==> config.mk <==
export PLATFORM = sky130hd
export DESIGN_NAME = npu_csr_regfile_mc_flat
export DESIGN_NICKNAME = d
export VERILOG_FILES = /design/src/rtl/npu_csr_regfile_mc_if.sv /design/src/rtl/npu_csr_regfile_mc.sv /design/src/flat_wrapper.sv
export SDC_FILE = /design/constraint.sdc
export NUM_CORES = 2
export LEC_CHECK = 0
export ABC_AREA = 1
export CORE_MARGIN = 2
export CORE_UTILIZATION = 52
export CTS_BUF_LIST = sky130_fd_sc_hd__clkbuf_2 sky130_fd_sc_hd__clkbuf_4 sky130_fd_sc_hd__clkbuf_8
export CTS_CLUSTER_DIAMETER = 120
export DETAILED_ROUTE_END_ITERATION = 6
export GPL_ROUTABILITY_DRIVEN = 0
export GPL_TIMING_DRIVEN = 0
export PLACE_DENSITY = 0.79
export SYNTH_ARGS = -nofsm -noshare
export SYNTH_HDL_FRONTEND = slang
export SYNTH_HIERARCHICAL = 1
export SYNTH_SLANG_ARGS = --single-unit
==> constraint.sdc <==
create_clock -name clk -period 3.3 [get_ports clk]
set_input_delay 0.66 -clock clk [delete_from_list [all_inputs] [get_ports clk]]
set_output_delay 0.66 -clock clk [all_outputs]
set_load 0.05 [all_outputs]
==> src/rtl/npu_csr_regfile_mc_if.sv <==
// APB3 completer bus bundle for the NPU CSR register file.
`timescale 1ns/1ps
interface npu_csr_regfile_mc_if #(
    parameter int APB_A_W = 32
);
    logic               psel;
    logic               penable;
    logic               pwrite;
    logic [APB_A_W-1:0] paddr;
    logic [31:0]        pwdata;
    logic [31:0]        prdata;
    logic               pready;
    logic               pslverr;

    modport master (
        output psel, penable, pwrite, paddr, pwdata,
        input  prdata, pready, pslverr
    );

    modport slave (
        input  psel, penable, pwrite, paddr, pwdata,
        output prdata, pready, pslverr
    );
endinterface

==> src/rtl/npu_csr_regfile_mc.sv <==
// Multi-tensor APB3 CSR file for the NPU core: per-tensor working registers
// double-buffered into shadows at each job launch, plus a start/done job FSM
// with a one-deep pending-start queue, sticky DONE and a level interrupt.
`timescale 1ns/1ps

// One tensor descriptor channel: working copy (APB visible) and shadow copy
// (driven to the core). The shadow captures the post-write working value so a
// field written on the launch edge is part of the launched job.
module npu_csr_tensor #(
    parameter int APB_A_W = 32,
    parameter int DIM_W   = 11,
    parameter int I_LEN   = 8,
    parameter int M_LEN   = 32,
    parameter int SH_W    = 5
) (
    input  logic               clk,
    input  logic               rst,
    input  logic               i_we,
    input  logic [2:0]         i_fld,
    input  logic [31:0]        i_wdata,
    input  logic               i_launch,
    output logic [31:0]        o_rdata,
    output logic [APB_A_W-1:0] o_sh_addr,
    output logic [DIM_W-1:0]   o_sh_row,
    output logic [DIM_W-1:0]   o_sh_col,
    output logic [DIM_W-1:0]   o_sh_depth,
    output logic [I_LEN-1:0]   o_sh_zp,
    output logic [M_LEN-1:0]   o_sh_bias,
    output logic [M_LEN-1:0]   o_sh_scale,
    output logic [SH_W-1:0]    o_sh_shift
);
    logic [APB_A_W-1:0] r_addr,  r_sh_addr,  w_addr_nxt;
    logic [DIM_W-1:0]   r_row,   r_sh_row,   w_row_nxt;
    logic [DIM_W-1:0]   r_col,   r_sh_col,   w_col_nxt;
    logic [DIM_W-1:0]   r_depth, r_sh_depth, w_depth_nxt;
    logic [I_LEN-1:0]   r_zp,    r_sh_zp,    w_zp_nxt;
    logic [M_LEN-1:0]   r_bias,  r_sh_bias,  w_bias_nxt;
    logic [M_LEN-1:0]   r_scale, r_sh_scale, w_scale_nxt;
    logic [SH_W-1:0]    r_shift, r_sh_shift, w_shift_nxt;

    // Next working values: the addressed field takes the low bits of the write data
    always_comb begin
        w_addr_nxt  = r_addr;
        w_row_nxt   = r_row;
        w_col_nxt   = r_col;
        w_depth_nxt = r_depth;
        w_zp_nxt    = r_zp;
        w_bias_nxt  = r_bias;
        w_scale_nxt = r_scale;
        w_shift_nxt = r_shift;
        if (i_we) begin
            case (i_fld)
                3'd0: w_addr_nxt  = APB_A_W'(i_wdata);
                3'd1: w_row_nxt   = DIM_W'(i_wdata);
                3'd2: w_col_nxt   = DIM_W'(i_wdata);
                3'd3: w_depth_nxt = DIM_W'(i_wdata);
                3'd4: w_zp_nxt    = I_LEN'(i_wdata);
                3'd5: w_bias_nxt  = M_LEN'(i_wdata);
                3'd6: w_scale_nxt = M_LEN'(i_wdata);
                default: w_shift_nxt = SH_W'(i_wdata);
            endcase
        end
    end

    // Working registers follow writes; shadows reload only on launch
    always_ff @(posedge clk) begin
        if (rst) begin
            r_addr     <= '0; r_row      <= '0; r_col      <= '0; r_depth    <= '0;
            r_zp       <= '0; r_bias     <= '0; r_scale    <= '0; r_shift    <= '0;
            r_sh_addr  <= '0; r_sh_row   <= '0; r_sh_col   <= '0; r_sh_depth <= '0;
            r_sh_zp    <= '0; r_sh_bias  <= '0; r_sh_scale <= '0; r_sh_shift <= '0;
        end else begin
            r_addr  <= w_addr_nxt;
            r_row   <= w_row_nxt;
            r_col   <= w_col_nxt;
            r_depth <= w_depth_nxt;
            r_zp    <= w_zp_nxt;
            r_bias  <= w_bias_nxt;
            r_scale <= w_scale_nxt;
            r_shift <= w_shift_nxt;
            if (i_launch) begin
                r_sh_addr  <= w_addr_nxt;
                r_sh_row   <= w_row_nxt;
                r_sh_col   <= w_col_nxt;
                r_sh_depth <= w_depth_nxt;
                r_sh_zp    <= w_zp_nxt;
                r_sh_bias  <= w_bias_nxt;
                r_sh_scale <= w_scale_nxt;
                r_sh_shift <= w_shift_nxt;
            end
        end
    end

    // Readback of the working copy; signed fields are sign-extended
    always_comb begin
        case (i_fld)
            3'd0: o_rdata = 32'(r_addr);
            3'd1: o_rdata = 32'(r_row);
            3'd2: o_rdata = 32'(r_col);
            3'd3: o_rdata = 32'(r_depth);
            3'd4: o_rdata = 32'($signed(r_zp));
            3'd5: o_rdata = 32'($signed(r_bias));
            3'd6: o_rdata = 32'($signed(r_scale));
            default: o_rdata = 32'(r_shift);
        endcase
    end

    assign o_sh_addr  = r_sh_addr;
    assign o_sh_row   = r_sh_row;
    assign o_sh_col   = r_sh_col;
    assign o_sh_depth = r_sh_depth;
    assign o_sh_zp    = r_sh_zp;
    assign o_sh_bias  = r_sh_bias;
    assign o_sh_scale = r_sh_scale;
    assign o_sh_shift = r_sh_shift;
endmodule

module npu_csr_regfile_mc #(
    parameter int N_TENSOR = 3,
    parameter int APB_A_W  = 32,
    parameter int DIM_W    = 11,
    parameter int I_LEN    = 8,
    parameter int M_LEN    = 32,
    parameter int SH_W     = 5
) (
    input  logic                        clk,
    input  logic                        rst,
    npu_csr_regfile_mc_if.slave         apb,
    output logic                        start_o,
    input  logic                        done_i,
    output logic                        busy_o,
    output logic                        irq_o,
    output logic [N_TENSOR*APB_A_W-1:0] cfg_addr_o,
    output logic [N_TENSOR*DIM_W-1:0]   cfg_row_o,
    output logic [N_TENSOR*DIM_W-1:0]   cfg_col_o,
    output logic [N_TENSOR*DIM_W-1:0]   cfg_depth_o,
    output logic [N_TENSOR*I_LEN-1:0]   cfg_zp_o,
    output logic [N_TENSOR*M_LEN-1:0]   cfg_bias_o,
    output logic [N_TENSOR*M_LEN-1:0]   cfg_scale_o,
    output logic [N_TENSOR*SH_W-1:0]    cfg_shift_o
);
    localparam int BLK_W = APB_A_W - 5;

    typedef enum logic [1:0] {S_IDLE, S_LAUNCH, S_RUN} state_t;

    state_t r_state;
    logic   r_start, r_busy, r_pending, r_done, r_irq_en;

    logic                         w_acc, w_glob, w_ten, w_err;
    logic                         w_wr_ok, w_rd_ok, w_start, w_clr, w_launch;
    logic [BLK_W-1:0]             w_blk, w_tidx;
    logic [1:0]                   w_goff;
    logic [2:0]                   w_fld;
    logic [31:0]                  w_rdata;
    logic [N_TENSOR-1:0]          w_ten_we;
    logic [N_TENSOR-1:0][31:0]    w_ten_rd;
    logic                         w_unused_lsb;

    // Address decode: 32-byte blocks; block 0 low half is the global map,
    // blocks 2.. are tensor channels.
    assign w_acc    = apb.psel & apb.penable;
    assign w_blk    = apb.paddr[APB_A_W-1:5];
    assign w_tidx   = w_blk - BLK_W'(2);
    assign w_glob   = (w_blk == '0) && !apb.paddr[4];
    assign w_ten    = (w_blk >= BLK_W'(2)) && (w_tidx < BLK_W'(N_TENSOR));
    assign w_goff   = apb.paddr[3:2];
    assign w_fld    = apb.paddr[4:2];
    assign w_unused_lsb = ^apb.paddr[1:0];

    // Error decode: unmapped, write to RO register, or START with the queue full
    always_comb begin
        w_err = 1'b0;
        if (w_acc) begin
            if (!w_glob && !w_ten) begin
                w_err = 1'b1;
            end else if (w_glob && apb.pwrite) begin
                if (w_goff == 2'd1 || w_goff == 2'd3)
                    w_err = 1'b1;
                else if (w_goff == 2'd0 && apb.pwdata[0] && r_pending)
                    w_err = 1'b1;
            end
        end
    end

    assign w_wr_ok = w_acc & apb.pwrite & ~w_err;
    assign w_rd_ok = w_acc & ~apb.pwrite & ~w_err;
    assign w_start = w_wr_ok & w_glob & (w_goff == 2'd0) & apb.pwdata[0];
    assign w_clr   = w_wr_ok & w_glob & (w_goff == 2'd2) & apb.pwdata[0];

    // Edges that enter LAUNCH: a start from IDLE, or a job end with a start
    // either already queued or arriving in the same cycle.
    assign w_launch = ((r_state == S_IDLE) && w_start) ||
                      ((r_state == S_RUN) && done_i && (r_pending || w_start));

    genvar t;
    generate
        for (t = 0; t < N_TENSOR; t++) begin : g_ten
            assign w_ten_we[t] = w_wr_ok & w_ten & (w_tidx == BLK_W'(t));
            npu_csr_tensor #(
                .APB_A_W(APB_A_W), .DIM_W(DIM_W), .I_LEN(I_LEN),
                .M_LEN(M_LEN), .SH_W(SH_W)
            ) u_ten (
                .clk       (clk),
                .rst       (rst),
                .i_we      (w_ten_we[t]),
                .i_fld     (w_fld),
                .i_wdata   (apb.pwdata),
                .i_launch  (w_launch),
                .o_rdata   (w_ten_rd[t]),
                .o_sh_addr (cfg_addr_o [t*APB_A_W +: APB_A_W]),
                .o_sh_row  (cfg_row_o  [t*DIM_W   +: DIM_W]),
                .o_sh_col  (cfg_col_o  [t*DIM_W   +: DIM_W]),
                .o_sh_depth(cfg_depth_o[t*DIM_W   +: DIM_W]),
                .o_sh_zp   (cfg_zp_o   [t*I_LEN   +: I_LEN]),
                .o_sh_bias (cfg_bias_o [t*M_LEN   +: M_LEN]),
                .o_sh_scale(cfg_scale_o[t*M_LEN   +: M_LEN]),
                .o_sh_shift(cfg_shift_o[t*SH_W    +: SH_W])
            );
        end
    endgenerate

    // Read mux: zero outside successful reads
    always_comb begin
        w_rdata = '0;
        if (w_rd_ok) begin
            if (w_glob) begin
                case (w_goff)
                    2'd0:    w_rdata = {30'd0, r_irq_en, 1'b0};
                    2'd1:    w_rdata = {29'd0, r_pending, r_done, r_busy};
                    2'd3:    w_rdata = {28'd0, 4'(N_TENSOR)};
                    default: w_rdata = '0;
                endcase
            end else begin
                for (int i = 0; i < N_TENSOR; i++)
                    if (w_tidx == BLK_W'(i)) w_rdata = w_ten_rd[i];
            end
        end
    end

    assign apb.prdata  = w_rdata;
    assign apb.pslverr = w_err;
    assign apb.pready  = 1'b1;

    // Job FSM with registered start/busy and the one-deep pending queue
    always_ff @(posedge clk) begin
        if (rst) begin
            r_state   <= S_IDLE;
            r_start   <= 1'b0;
            r_busy    <= 1'b0;
            r_pending <= 1'b0;
        end else begin
            r_start <= 1'b0;
            case (r_state)
                S_IDLE: begin
                    if (w_start) begin
                        r_state <= S_LAUNCH;
                        r_start <= 1'b1;
                        r_busy  <= 1'b1;
                    end
                end
                S_LAUNCH: begin
                    r_state <= S_RUN;
                    if (w_start) r_pending <= 1'b1;
                end
                S_RUN: begin
                    if (done_i) begin
                        r_pending <= 1'b0;
                        if (r_pending || w_start) begin
                            r_state <= S_LAUNCH;
                            r_start <= 1'b1;
                        end else begin
                            r_state <= S_IDLE;
                            r_busy  <= 1'b0;
                        end
                    end else if (w_start) begin
                        r_pending <= 1'b1;
                    end
                end
                default: begin
                    r_state <= S_IDLE;
                    r_busy  <= 1'b0;
                end
            endcase
        end
    end

    // Sticky DONE (set beats clear) and the interrupt enable
    always_ff @(posedge clk) begin
        if (rst) begin
            r_done   <= 1'b0;
            r_irq_en <= 1'b0;
        end else begin
            if ((r_state == S_RUN) && done_i) r_done <= 1'b1;
            else if (w_clr)                   r_done <= 1'b0;
            if (w_wr_ok && w_glob && (w_goff == 2'd0)) r_irq_en <= apb.pwdata[1];
        end
    end

    assign start_o = r_start;
    assign busy_o  = r_busy;
    assign irq_o   = r_done & r_irq_en;
endmodule

==> src/flat_wrapper.sv <==
// flat-port wrapper written by rule: the top's interface ports become plain ports
module npu_csr_regfile_mc_flat 
#(
    parameter int N_TENSOR = 3,
    parameter int APB_A_W  = 32,
    parameter int DIM_W    = 11,
    parameter int I_LEN    = 8,
    parameter int M_LEN    = 32,
    parameter int SH_W     = 5
)
  (clk, rst, start_o, done_i, busy_o, irq_o, cfg_addr_o, cfg_row_o, cfg_col_o, cfg_depth_o, cfg_zp_o, cfg_bias_o, cfg_scale_o, cfg_shift_o, apb_psel, apb_penable, apb_pwrite, apb_paddr, apb_pwdata, apb_prdata, apb_pready, apb_pslverr);
  npu_csr_regfile_mc_if #(.APB_A_W(APB_A_W)) apb_i ();
  input  logic clk;
  input  logic rst;
  output logic start_o;
  input  logic done_i;
  output logic busy_o;
  output logic irq_o;
  output logic [N_TENSOR*APB_A_W-1:0] cfg_addr_o;
  output logic [N_TENSOR*DIM_W-1:0] cfg_row_o;
  output logic [N_TENSOR*DIM_W-1:0] cfg_col_o;
  output logic [N_TENSOR*DIM_W-1:0] cfg_depth_o;
  output logic [N_TENSOR*I_LEN-1:0] cfg_zp_o;
  output logic [N_TENSOR*M_LEN-1:0] cfg_bias_o;
  output logic [N_TENSOR*M_LEN-1:0] cfg_scale_o;
  output logic [N_TENSOR*SH_W-1:0] cfg_shift_o;
  input wire logic [$bits(apb_i.psel)-1:0] apb_psel;
  input wire logic [$bits(apb_i.penable)-1:0] apb_penable;
  input wire logic [$bits(apb_i.pwrite)-1:0] apb_pwrite;
  input wire logic [$bits(apb_i.paddr)-1:0] apb_paddr;
  input wire logic [$bits(apb_i.pwdata)-1:0] apb_pwdata;
  output wire logic [$bits(apb_i.prdata)-1:0] apb_prdata;
  output wire logic [$bits(apb_i.pready)-1:0] apb_pready;
  output wire logic [$bits(apb_i.pslverr)-1:0] apb_pslverr;
  assign apb_i.psel = apb_psel;
  assign apb_i.penable = apb_penable;
  assign apb_i.pwrite = apb_pwrite;
  assign apb_i.paddr = apb_paddr;
  assign apb_i.pwdata = apb_pwdata;
  assign apb_prdata = apb_i.prdata;
  assign apb_pready = apb_i.pready;
  assign apb_pslverr = apb_i.pslverr;
  npu_csr_regfile_mc #(.N_TENSOR(N_TENSOR), .APB_A_W(APB_A_W), .DIM_W(DIM_W), .I_LEN(I_LEN), .M_LEN(M_LEN), .SH_W(SH_W)) u_core (.clk(clk), .rst(rst), .apb(apb_i), .start_o(start_o), .done_i(done_i), .busy_o(busy_o), .irq_o(irq_o), .cfg_addr_o(cfg_addr_o), .cfg_row_o(cfg_row_o), .cfg_col_o(cfg_col_o), .cfg_depth_o(cfg_depth_o), .cfg_zp_o(cfg_zp_o), .cfg_bias_o(cfg_bias_o), .cfg_scale_o(cfg_scale_o), .cfg_shift_o(cfg_shift_o));
endmodule
Word level (Yosys, flattened, before mapping) --
Cells that the tools add are included.
Operators by class: add/sub/neg operators 1, $lt $le $gt $ge 2, equality and inequality tests 16, mux-type cells 79, bitwise logic cells 18, reduce and logical (&&, ||, !) cells 27
Operators by type and width (number):
- 2-to-1 mux 32 bit | 23
- one-hot mux 32 bit (7 select lines) | 3
- 2-to-1 mux 11 bit | 18
- zero test 27 bit | 2
- 2-to-1 mux 8 bit | 6
- 2-to-1 mux 5 bit | 6
- == test 27 x 1 -> 1 bit, second input constant | 1
- == test 27 x 2 -> 1 bit, second input constant | 1
- >= comparator 27 x 2 -> 1 bit, second input constant | 1
- less-than comparator 27 x 2 -> 1 bit, second input constant | 1
- subtractor 27 x 2 -> 27 bit, second input constant | 1
- 2-to-1 mux 1 bit | 16
- AND 1 bit | 15
- logical AND 1 bit | 11
- == test 3 bit, second input constant | 3
- one-hot mux 3 bit (3 select lines) | 1
- OR reduction 7 bit | 1
- == test 2 bit, second input constant | 3
- == test 3 x 2 -> 1 bit, second input constant | 2
- one-hot mux 2 bit (3 select lines) | 1
- == test 2 x 1 -> 1 bit, second input constant | 2
- zero test 2 bit | 2
- 2-to-1 mux 2 bit | 2
- inequality test 2 bit, second input constant | 2
- other kinds (11) | 19
Word-level totals: flip-flop bits (word level) 859, input bits 70, output and inout bits 463, logic and storage cells 197

Depth between registers and ports, before layout --
depth after elaboration 17, mapped depth 22, mapped depth without buffers 21

Modules after synthesis --
Netlist, hierarchy kept.
By module, submodules not included:
- npu_csr_tensor (u_core.g_ten[2].u_ten) | instances 1, cells an instance 1832, area an instance 12547.0 µm², sequential area each 5685.5 µm²
- npu_csr_tensor (u_core.g_ten[1].u_ten) | instances 1, cells an instance 1832, area an instance 12493.2 µm², sequential area each 5685.5 µm²
- npu_csr_tensor (u_core.g_ten[0].u_ten) | instances 1, cells an instance 1832, area an instance 12403.1 µm², sequential area each 5685.5 µm²
- npu_csr_regfile_mc | instances 1, cells an instance 563, area an instance 2945.3 µm², sequential area each 140.1 µm²

Least setup slack after synthesis --
No wires, ideal clock.
path type in2out, start point input port apb_paddr[6], end point output port apb_prdata[30], data arrival time 2784 ps, data required time 2640 ps, slack -144 ps, stages 15, buffers on the path 1, path through inv_2 ha_1 nand3_1 nor2_2 nand2_1 nand2_1 nand2_1 nor2_2 nand3_4 nor2_8 buf_8 nand3_1 nand3_1 nand2_1 nor2_1
On the way: cells in the longest elaborated chain, start to end 10, elaborated cells between the ends (all ways) 23, classes of those cells add/sub (1); order compare (2); eq/ne (2); mux (8); bitwise (2); reduce/logical (8)
Ends and longest elaborated chain:
- start, declared | RTL line flat_wrapper.sv:30 | input wire logic [$bits(apb_i.paddr)-1:0] apb_paddr;
- subtractor 27 x 2 -> 27 bit | RTL line npu_csr_regfile_mc.sv:163 | assign w_tidx = w_blk - BLK_W'(2);
- less-than comparator 27 x 2 -> 1 bit | RTL line npu_csr_regfile_mc.sv:165 | assign w_ten = (w_blk >= BLK_W'(2)) && (w_tidx < BLK_W'(N_TENSOR));
- logical AND 1 bit | RTL line npu_csr_regfile_mc.sv:165
- zero test 1 bit | RTL line npu_csr_regfile_mc.sv:174 | if (!w_glob && !w_ten) begin
- logical AND 1 bit | RTL line npu_csr_regfile_mc.sv:174
- 2-to-1 mux 1 bit | RTL line npu_csr_regfile_mc.sv:174
- 2-to-1 mux 1 bit | RTL line npu_csr_regfile_mc.sv:173 | if (w_acc) begin
- inverter 1 bit | RTL line npu_csr_regfile_mc.sv:186 | assign w_rd_ok = w_acc & ~apb.pwrite & ~w_err;
- AND 1 bit | RTL line npu_csr_regfile_mc.sv:186
- 2-to-1 mux 32 bit * | RTL line npu_csr_regfile_mc.sv:225 | if (w_rd_ok) begin
- end, declared | RTL line flat_wrapper.sv:32 | output wire logic [$bits(apb_i.prdata)-1:0] apb_prdata;
Every way passes the cells marked *; elsewhere a longest branch is shown, timed or not.

Worst setup path in the final report --
start point input port apb_paddr[26], end point output port apb_prdata[13]
Same word-level chain as after synthesis.

==> impl_summary.txt <==
----------------------------------------------------
[Timing]
  Pins over their slew limit ... 19
  Final Hold Fails ... 0
  # setup viols final ... 309
  Worst-case setup margin in the final layout ... -444 ps
  Worst setup skew after layout ... 32.9 ps
  Max_slew headroom ... -1.53%
  Pin slew with the least headroom to its limit ... 1520 ps
  Part of the cycle the worst path needs ... 113%
  Highest attainable clock frequency ... 267 MHz
  Minimum clock period after layout ... 3740 ps
  Unrepaired setup endpoints after global routing ... true

[Clock tree]
  Clk sinks ... 859
  CTS Buf Count ... 144
  Clock tree from TritonCTS ... done
  Buffers from clock root to sink, at most ... 3
  Root Driver ... sky130_fd_sc_hd__clkbuf_8
  Clk slew on worst S/H paths ... 50 ps
  Clock latency reported for the late side of the worst-skew pair ... 810 ps
  Level count of the clock H-tree ... 4

[Global routing]
  Overall global routing resource usage ... 40.4%
  Maximum number of pins on one net before global-route repair ... 22
  Global-route wire length before repair ... 245000 um
  Vias in the first global route ... 42500
  Number of antenna violations at the first check in global routing ... 7
  Overall overflow remaining after global route ... 0

[Synthesis]
  Fraction of post-synthesis cell area in the top cell type by area ... 42.6%
  Post-synth top cells ... sky130_fd_sc_hd__nand2_1, sky130_fd_sc_hd__nor2_1, sky130_fd_sc_hd__dfxtp_1
  Number of enable-type register cells in the synthesized netlist ... 0
  Fraction of synthesis flops using an asynchronous set or reset pin ... 0%
  Most common cell in the netlist ... sky130_fd_sc_hd__nand2_1
  Most common flop cell mapped by yosys ... sky130_fd_sc_hd__dfxtp_1
  Post-synthesis sequential element count ... 859
  Synth Area per Inst ... 6.67 um2
  Count of unique library cells instantiated by Yosys ... 42
  Sequential cell area fraction in the yosys report ... 42.6%
  Post-synthesis instance total ... 6059
  Area leader, netlist ... sky130_fd_sc_hd__dfxtp_1
  Count of yosys warnings during synthesis ... 6
  Synthesized net count ... 6135
  Post-synthesis cell area ... 40400 um2
  Synth area leaders ... sky130_fd_sc_hd__dfxtp_1, sky130_fd_sc_hd__nand2_1, sky130_fd_sc_hd__nor2_1, sky130_fd_sc_hd__nand3_1, sky130_fd_sc_hd__nand4_1

[Floorplanning]
  Die Span Y ... 283 um
  Die ar. ... 79900 um2
  Effective utilization at floorplan ... 52.3%
  Area of the core region ... 77200 um2
  I/O pin count ... 533
  Num rows ... 102
  Width of the chip ... 283 um

[Detailed routing]
  Iteration-0 DRC count of the detailed router ... 6913
  DRC violation count after routing ... 22
  Routed wire per std cell ... 21.4 um
  First-pass DRT Iterations ... 7
  Total routed wirelength ... 170000 um
  Via count ... 46600
  Average vias per placed instance ... 5.87
  Remaining antenna violation count ... 0

[Hold path]
  Source of the worst hold timing path ... apb_paddr[3]
  Worst hold path depth ... 4
  End point of the worst hold path ... u_core/r_done
  Min-Delay Path Class ... in -> reg

[Setup path]
  Signal arrival time at the worst endpoint ... 3080 ps
  Buffers plus inverters on the worst setup path ... 7
  Endpoint kind of the worst setup timing path ... output pin
  CP cell instances ... clkdlybuf4s15_2 -> nor2_1 -> nand2_1 -> nor2_4 -> nand3_1 -> nand2_1 -> nand2_1 -> nor2_2 -> nand3_4 -> nor2_8 -> buf_12 -> buf_12 -> buf_12 -> buf_12 -> nand3_2 -> nand3_2 -> nand2_1 -> inv_1 -> buf_6
  Kind of cell adding the most delay to the critical path ... simple AND/OR/NAND/NOR gates
  CP max stage delay ... 230 ps
  R2r worst-path depth ... 13
  Cell type of the slowest stage on the worst timing path ... sky130_fd_sc_hd__clkdlybuf4s15_2
  Reg-to-reg slack, setup ... 520 ps
  Crit Path Max Fanout ... 10
  WP data required ... 2640 ps
  Crit path kind ... in -> out
  Worst r2r dst ... u_core/g_ten[0].u_ten/o_sh_scale[31]
  Reg-to-Reg Start ... u_core/r_pending
  Startpoint kind of the worst setup timing path ... primary input

[Outcome]
  Failing checks ... DRC, capacitance limit, slew limit, setup timing
  Outcome ... finished with violations

[Power]
  Peak supply drop ... 0.000351 V
  PwrDens ... 419 nW/um2
  Leakage power of the design ... 22.6 nW

[Placed design]
  PortBufs ... 526
  Post-DP HPWL ... 123000 um
  DP Area ... 46900 um2
  Post-placement worst setup slack ... -2220 ps

[Cells and area]
  Final standard cell area without fillers ... 52300 um2
  Layout cells sized above 1 ... 13.8%
  Sequential cell area ... 17200 um2
  Layout Nets ... 6866
  Synth-to-Final Area Change ... 29.4%
  Combined area of the multi-input logic cells ... 19900 um2
  Fill count ... 6628

[Run]
  Max Cap Violations ... 1

----------------------------------------------------
==> sequential cells by signal, indices dropped and copies added (netlist names) <==
name and count:
u_core/g_ten.u_ten/o_sh_col 33, u_core/r_irq_en 1, u_core/start_o 1, u_core/g_ten.u_ten/o_sh_scale 96, u_core/g_ten.u_ten/o_sh_zp 24, u_core/r_state 2, u_core/g_ten.u_ten/r_bias 96, u_core/g_ten.u_ten/r_zp 24
u_core/busy_o 1, u_core/g_ten.u_ten/r_row 33, u_core/g_ten.u_ten/o_sh_addr 96, u_core/r_pending 1, u_core/g_ten.u_ten/o_sh_row 33, u_core/g_ten.u_ten/o_sh_depth 33, u_core/g_ten.u_ten/r_shift 15, u_core/g_ten.u_ten/r_addr 96
u_core/r_done 1, u_core/g_ten.u_ten/o_sh_shift 15, u_core/g_ten.u_ten/r_depth 33, u_core/g_ten.u_ten/r_scale 96, u_core/g_ten.u_ten/r_col 33, u_core/g_ten.u_ten/o_sh_bias 96
==> worst min-delay path, delay by kind of cell <==
family          cells  cell delay [ps]
simple gates        1              110
buf+inv             1              160
compound gates      2              200
==> how the worst max path moves through the flow <==
stage / start / end / slack (ps) / cells past startpoint
3_3_place_gp: apb_paddr[3] / u_core/g_ten[0].u_ten/o_sh_addr[3] / -2150 / 16
5_1_grt: apb_paddr[26] / apb_prdata[25] / -480 / 19
3_5_place_dp: apb_paddr[2] / u_core/g_ten[0].u_ten/o_sh_bias[3] / -2220 / 16
2_1_floorplan: apb_paddr[6] / apb_prdata[11] / 80 / 13
4_1_cts: apb_paddr[7] / apb_prdata[29] / -260 / 20
6_report: apb_paddr[26] / apb_prdata[13] / -440 / 19
==> per-stage QoR <==
step                total power [W]  hold slack, ps  TNS [ps]  instances  utilization (%)
CTS                          0.0218             319     -6820       7910             66.4
detailed placement           0.0117             476  -1525740       7625             60.8
global route                 0.0224             392    -37070       7935             67.7
floorplan                    0.0112             454         0       6059                -
global placement             0.0117             470  -1480600       7625             60.8
finish                       0.0219             379    -27980       7938             67.7
==> power breakdown <==
group	switching, W	internal (W)
clock network	0.00448	0.00573
logic	0.000988	0.000287
registers	0.0000127	0.0104
==> repair_timing <==
item,CTS,global route
gates resized for setup,598,307
pin swaps,68,55
hold buffers,0,0
buffers inserted,32,19
endpoints found under the setup margin,885,825
cloned,6,2
==> per-layer routing <==
metal	wire [um]	up-vias	GRT usage, %
met5	17	-	0
li1	-	21100	-
met4	14100	2	28.2
met1	58300	21000	47.0
met3	23400	998	12.2
met2	74300	3564	63.8
==> kinds of logic after synthesis <==
| family | synth area share (%) |
|---|---|
| buffers and inverters | 10.9 |
| other | 0.00928 |
| flip-flops | 42.6 |
| AND/OR/NAND/NOR | 40.7 |
| AO/OA/AOI/OAI | 5.50 |
| XOR/XNOR | 0.108 |
| adder cells (fa/ha/maj) | 0.186 |
==> cell usage in the layout, fill, tap and decap left out, types with 6 or more instances in the layout <==
master / instances
sky130_fd_sc_hd__nand2_1: 1348
sky130_fd_sc_hd__clkbuf_2: 52
sky130_fd_sc_hd__buf_4: 85
sky130_fd_sc_hd__nor2_1: 1000
sky130_fd_sc_hd__clkbuf_8: 193
sky130_fd_sc_hd__buf_12: 13
sky130_fd_sc_hd__clkbuf_1: 137
sky130_fd_sc_hd__nor2_2: 20
sky130_fd_sc_hd__clkbuf_4: 71
sky130_fd_sc_hd__buf_8: 28
sky130_fd_sc_hd__nand3_2: 80
sky130_fd_sc_hd__buf_2: 161
sky130_fd_sc_hd__inv_4: 8
sky130_fd_sc_hd__a21oi_1: 431
sky130_fd_sc_hd__nand2_2: 35
sky130_fd_sc_hd__clkdlybuf4s50_1: 461
sky130_fd_sc_hd__buf_6: 45
sky130_fd_sc_hd__dfxtp_1: 859
sky130_fd_sc_hd__nand4_1: 467
sky130_fd_sc_hd__clkinvlp_4: 6
sky130_fd_sc_hd__buf_1: 15
sky130_fd_sc_hd__inv_2: 27
sky130_fd_sc_hd__nand2_4: 13
sky130_fd_sc_hd__clkinv_2: 9
sky130_fd_sc_hd__nor2_4: 42
sky130_fd_sc_hd__nand3_4: 28
sky130_fd_sc_hd__nand3_1: 643
sky130_fd_sc_hd__o21ai_0: 6
sky130_fd_sc_hd__diode_2: 7
sky130_fd_sc_hd__inv_1: 548
==> cell type report <==
type	count	share of cell area [%]
Sequential cell	859	32.9
Inverter	586	4.29
Multi-Input combinational cell	4153	38.0
Tap cell	1040	2.49
Timing Repair Buffer	584	11.4
Clock inverter	21	0.376
Antenna cell	7	0.0335
Buffer	462	5.00
Clock buffer	226	5.55
No activity file was read; power rests on OpenSTA's default activity.
